File: src/rtl/fifo_spi_tx.sv
`default_nettype none
// ============================================================================
//  Module   : fifo_spi_tx
//  Brief    : FIFO read-side consumer. Pops one word per frame and shifts it
//             out MSB-first on an SPI mode-0 link. Chip select is held across
//             back-to-back frames and released after an idle hold window.
//  Revision : 1.0  initial release
// ============================================================================
module fifo_spi_tx #(
    parameter int DATABITS = 8,   // FIFO word width and SPI frame length
    parameter int CLKDIV   = 2,   // SCK half-period in clk cycles (>=1)
    parameter int CS_HOLD  = 4    // clk cycles CS stays low once FIFO drains (>=1)
) (
    input  logic                clk,
    input  logic                rst,
    input  logic                i_fifo_empty,
    input  logic [DATABITS-1:0] i_fifo_read_data,
    output logic                o_fifo_read_en,
    output logic                o_spi_sck,
    output logic                o_spi_mosi,
    output logic                o_spi_cs_n,
    output logic                o_busy,
    output logic                o_byte_done
);

    // Counter widths; kept at least one bit so degenerate parameters still elaborate
    localparam int c_DIV_W  = (CLKDIV   > 1) ? $clog2(CLKDIV)   : 1;
    localparam int c_BIT_W  = (DATABITS > 1) ? $clog2(DATABITS) : 1;
    localparam int c_HOLD_W = (CS_HOLD  > 1) ? $clog2(CS_HOLD)  : 1;

    localparam logic [c_DIV_W-1:0]  c_DIV_LAST  = c_DIV_W'(CLKDIV - 1);
    localparam logic [c_BIT_W-1:0]  c_BIT_LAST  = c_BIT_W'(DATABITS - 1);
    localparam logic [c_HOLD_W-1:0] c_HOLD_LAST = c_HOLD_W'(CS_HOLD - 1);

    typedef enum logic [2:0] {
        S_IDLE  = 3'd0,
        S_FETCH = 3'd1,
        S_LOAD  = 3'd2,
        S_SHIFT = 3'd3,
        S_HOLD  = 3'd4
    } state_t;

    state_t                r_state;
    logic                  r_read_en;
    logic                  r_sck;
    logic                  r_cs_n;
    logic                  r_busy;
    logic                  r_byte_done;
    logic [DATABITS-1:0]   r_shreg;
    logic [c_BIT_W-1:0]    r_bitcnt;
    logic [c_DIV_W-1:0]    r_divcnt;
    logic [c_HOLD_W-1:0]   r_holdcnt;

    // Shift register advanced by one bit; its MSB becomes the next MOSI bit
    logic [DATABITS-1:0]   w_shifted;
    assign w_shifted = r_shreg << 1;

    // Frame sequencer: every output is a flop, MOSI is the shift-register MSB
    always_ff @(posedge clk or posedge rst) begin
        if (rst) begin
            r_state     <= S_IDLE;
            r_read_en   <= 1'b0;
            r_sck       <= 1'b0;
            r_cs_n      <= 1'b1;
            r_busy      <= 1'b0;
            r_byte_done <= 1'b0;
            r_shreg     <= '0;
            r_bitcnt    <= '0;
            r_divcnt    <= '0;
            r_holdcnt   <= '0;
        end else begin
            // Strobes default low so each is a single-cycle pulse
            r_read_en   <= 1'b0;
            r_byte_done <= 1'b0;

            case (r_state)
                S_IDLE: begin
                    r_cs_n <= 1'b1;
                    r_sck  <= 1'b0;
                    if (!i_fifo_empty) begin
                        r_state   <= S_FETCH;
                        r_read_en <= 1'b1;
                        r_busy    <= 1'b1;
                    end
                end

                // Pop strobe is high during this state; data arrives next cycle
                S_FETCH: begin
                    r_cs_n  <= 1'b0;
                    r_state <= S_LOAD;
                end

                S_LOAD: begin
                    r_shreg  <= i_fifo_read_data;
                    r_bitcnt <= c_BIT_LAST;
                    r_divcnt <= '0;
                    r_state  <= S_SHIFT;
                end

                S_SHIFT: begin
                    if (r_divcnt == c_DIV_LAST) begin
                        r_divcnt <= '0;
                        r_sck    <= ~r_sck;
                        // Falling SCK edge: advance data or close the frame
                        if (r_sck) begin
                            if (r_bitcnt == '0) begin
                                r_byte_done <= 1'b1;
                                if (!i_fifo_empty) begin
                                    r_state   <= S_FETCH;
                                    r_read_en <= 1'b1;
                                end else begin
                                    r_state   <= S_HOLD;
                                    r_holdcnt <= '0;
                                end
                            end else begin
                                r_shreg  <= w_shifted;
                                r_bitcnt <= r_bitcnt - 1'b1;
                            end
                        end
                    end else begin
                        r_divcnt <= r_divcnt + 1'b1;
                    end
                end

                // Keep CS low briefly so a late word joins the same CS burst
                S_HOLD: begin
                    r_sck <= 1'b0;
                    if (!i_fifo_empty) begin
                        r_state   <= S_FETCH;
                        r_read_en <= 1'b1;
                    end else if (r_holdcnt == c_HOLD_LAST) begin
                        r_state <= S_IDLE;
                        r_cs_n  <= 1'b1;
                        r_busy  <= 1'b0;
                    end else begin
                        r_holdcnt <= r_holdcnt + 1'b1;
                    end
                end

                default: begin
                    r_state <= S_IDLE;
                    r_cs_n  <= 1'b1;
                    r_sck   <= 1'b0;
                    r_busy  <= 1'b0;
                end
            endcase
        end
    end

    assign o_fifo_read_en = r_read_en;
    assign o_spi_sck      = r_sck;
    assign o_spi_mosi     = r_shreg[DATABITS-1];
    assign o_spi_cs_n     = r_cs_n;
    assign o_busy         = r_busy;
    assign o_byte_done    = r_byte_done;

endmodule
`default_nettype wire

File: config.mk
export PLATFORM = sky130hd
export DESIGN_NAME = fifo_spi_tx
export DESIGN_NICKNAME = d
export VERILOG_FILES = /design/src/rtl/fifo_spi_tx.sv
export SDC_FILE = /design/constraint.sdc
export NUM_CORES = 1
export LEC_CHECK = 0
export ABC_AREA = 1
export BUFFER_PORTS_ARGS = -buffer_cell sky130_fd_sc_hd__buf_2
export CORE_UTILIZATION = 31
export DETAILED_ROUTE_END_ITERATION = 6
export PLACE_DENSITY = 0.53
export SETUP_SLACK_MARGIN = 0.2
export SKIP_CTS_REPAIR_TIMING = 1
export SLEW_MARGIN = 0
export SYNTH_ARGS = -nofsm -noshare
export SYNTH_HDL_FRONTEND = slang
export SYNTH_SLANG_ARGS = --single-unit
File: constraint.sdc
create_clock -name clk -period 1.3 [get_ports clk]
set_input_delay 0.13 -clock clk [delete_from_list [all_inputs] [get_ports clk]]
set_output_delay 0.13 -clock clk [all_outputs]
set_load 0.02 [all_outputs]
==> impl_results.md <==
- Status: finished clean
- Most frequent cells in the layout: 66 x nand2_1, 19 x buf_4, 17 x dfrtp_1
- Area Overhead vs Synth: 39.02%
- NumNets Final: between 200 and 250
- Total track usage: 12.96%
- CP max-delay cell: dfrtp_1
- Pre-Repair DR Iteration Count: 4
- Drt drc: 0
- Maximum fanout along the worst path: 5
- TritonCTS clock tree: done
- VDD IR max: 0.0007990 V
- Avg Inst Size Synth: around 7.3 µm²
- Fraction of layout cells with a size suffix above 1: 38.07%
- Via Count: ~1100
- Core Area: between 3000 and 4000 µm²
- F_max: between 0.8 and 0.9 GHz
- Ys Warns: 0
- Worst r2r src: r_bitcnt[0]
- Worst Max-Slew Pin Slew: between 0.2 and 0.3 ns
- Cell count after synthesis: 157
- Slew Limit Headroom: between 80 and 90%
- Max-cap violations: 0
- Initial Utilization: 33.44%
- Syn Std Cell Area: around 1200 µm²
- Clock root buffer: clkbuf_8
- Static Leakage: roughly 0.90 nW
- Most used cell, CP: nand2_4
- Wire length per cell: about 11 µm
- CP required: 1.46 ns
- Comb power frac: 55.4%
- N_diodes: 0
- Seq/Total Area, Yosys: between 40% and 50%
- CP Launch Type: flip-flop
- Clk buf depth: 2
- Sequential share of power: between 30 and 40%
- Kind of critical path: reg2reg
- Worst hold start: i_fifo_empty
- Synth cell types: 19
- Detailed Place HPWL: roughly 1700 µm
- First-pass GRT wire length: slightly above 4000 µm
- Sw power: about 1.6 mW
- Setup violators final: 0
- Crit-path cells: inv_2 -> ha_4 -> nand2_4 -> nand2_2 -> nand2_4 -> nand2_4 -> buf_4 -> nand2_1 -> nand2_1
- H-tree levels: 1
- Hold WC Path Type: in2reg
- IO buf count: 16
- Vias in the first global route: 922
- WL final: approximately 2700 µm
- Commonest non-fill, non-tap cell in the layout: nand2_1
- Clock Sinks: 22
- Worst setup path startpoint: r_bitcnt[0]
- Dpl cell area: 1321 µm²
- WP data arrival: ~1.4 ns
- Clock share of power: 13.4%
- Via density: between 4 and 5
- Register bit total from synthesis: 22
- Die ar.: between 3000 and 4000 µm²
- Layout Skew: 0.003892 ns
- Ports: 17
- Period utilization: between 90% and 100%
- P_int: around 2.2 mW
- Initial antenna violation count: 0
- Unrepaired setup endpoints after global routing: true
- Worst-path clk slew: ~0.080 ns
- Final hold vios: 0
- Final Cell Area: around 1600 µm²
- Largest stage delay on the critical path: 0.38 ns
- Min Tclk post-route: ~1.2 ns
- Die Ht: 62.94 µm
- Initial DRC count: 25
- Pwr Density: approximately 2300 nW/µm²
- Post-synth net total: around 170
- Power Total: roughly 3.7 mW
- Switch share: a little over two fifths
- Max-slew violations: 0
- CTS Buf Count: 3
- Routability Congestion: a little over 0.7
- Num rows: 21
- Maximum number of pins on one net before global-route repair: 23
- Critical Path End Type: flip-flop
- Final ANT Viol Nets: 0
- Die width: 62.94 µm
- Clk_lat worst skew: around 0.26 ns
- Congestion Overflow GR: 0
[metrics by stage]
step	util, %	setup slack (ns)	std cells	setup TNS, ns	hold WS, ns
after floorplan	-	0.1875	157	0	0.1184
after global placement	38.39	0.0009535	221	0	0.1841
after detailed placement	38.39	-0.07436	221	-0.5114	0.1858
after CTS	39.99	-0.08711	225	-0.6208	-0.1055
after global routing	46.49	0.002602	243	0	0.1378
final	46.49	0.05517	243	0	0.1305
[power by group through the flow]
stage | combinational, mW | clock [mW] | sequential (mW)
CTS | 1.51 | 0.517 | 1.14
global route | 2.29 | 0.544 | 1.19
detailed placement | 1.51 | 0 | 1.15
floorplan | 1.08 | 0 | 1.20
finish | 2.06 | 0.499 | 1.16
global placement | 1.46 | 0 | 1.15
[flip-flops by register name, summed over array words and instances, names as in the netlist]
register	cells
r_divcnt	1
r_state	3
o_byte_done	1
o_spi_sck	1
r_shreg	8
r_holdcnt	2
o_busy	1
o_fifo_read_en	1
o_spi_cs_n	1
r_bitcnt	3
[cell usage after synthesis]
master | number | area share [%]
nand3_1 | 11 | 4.8
buf_2 | 2 | 0.87
nor3_1 | 1 | 0.43
nand2_1 | 74 | 24
buf_6 | 1 | 0.98
nor2_1 | 6 | 2.0
nor2_2 | 1 | 0.54
nor2_4 | 2 | 2.0
dfstp_2 | 1 | 2.3
inv_2 | 2 | 0.65
o21ai_0 | 6 | 2.6
dfrtp_1 | 21 | 46
nand4_1 | 1 | 0.54
ha_1 | 3 | 3.3
nand2_2 | 3 | 1.6
o21ai_1 | 2 | 0.87
a21oi_1 | 1 | 0.43
inv_1 | 18 | 5.9
or2_2 | 1 | 0.54
[area by class of cell]
cell class	count	area [µm²]
sequential	22	556.8
tap	46	57.56
fill	352	1842
timing repair buffer	38	261.5
multi-input combinational	113	594.3
inverter	20	75.07
clock buffer	4	55.05
[worst max-delay path: cells and delay by family, from the launching register on]
family	cells	cell delay, ns
AND/OR/NAND/NOR	6	0.36
flip-flops	1	0.38
adder cells (fa/ha/maj)	1	0.16
buffers and inverters	2	0.22
[per-layer routing]
metal	vias up	track usage, %	wire, µm
met5	-	0	0
met2	12	20.16	1353
li1	559	-	-
met4	0	4.360	22
met1	526	17.67	1227
met3	2	2.737	62
[kinds of logic after synthesis]
logic type / Yosys count / synth area share (%)
DFF: 22 / 47.93
AOI/OAI and AO/OA: 9 / 3.913
adders and majority gates: 3 / 3.261
buffers and inverters: 23 / 8.369
and+or+nand+nor: 100 / 36.52
[final timing paths]
path                                  endpoint  slack (ns)  cells after the start
worst max-delay path                r_shreg[4]        0.06                      9
worst min-delay path            o_fifo_read_en        0.13                      2
worst max register to register      r_shreg[4]        0.06                      9
worst min register to register      o_spi_cs_n        0.46                      2
max in group asynchronous           o_spi_cs_n        0.59                      4
min in group asynchronous         r_holdcnt[1]        0.43                      4
(Power assumes the default switching activity.)
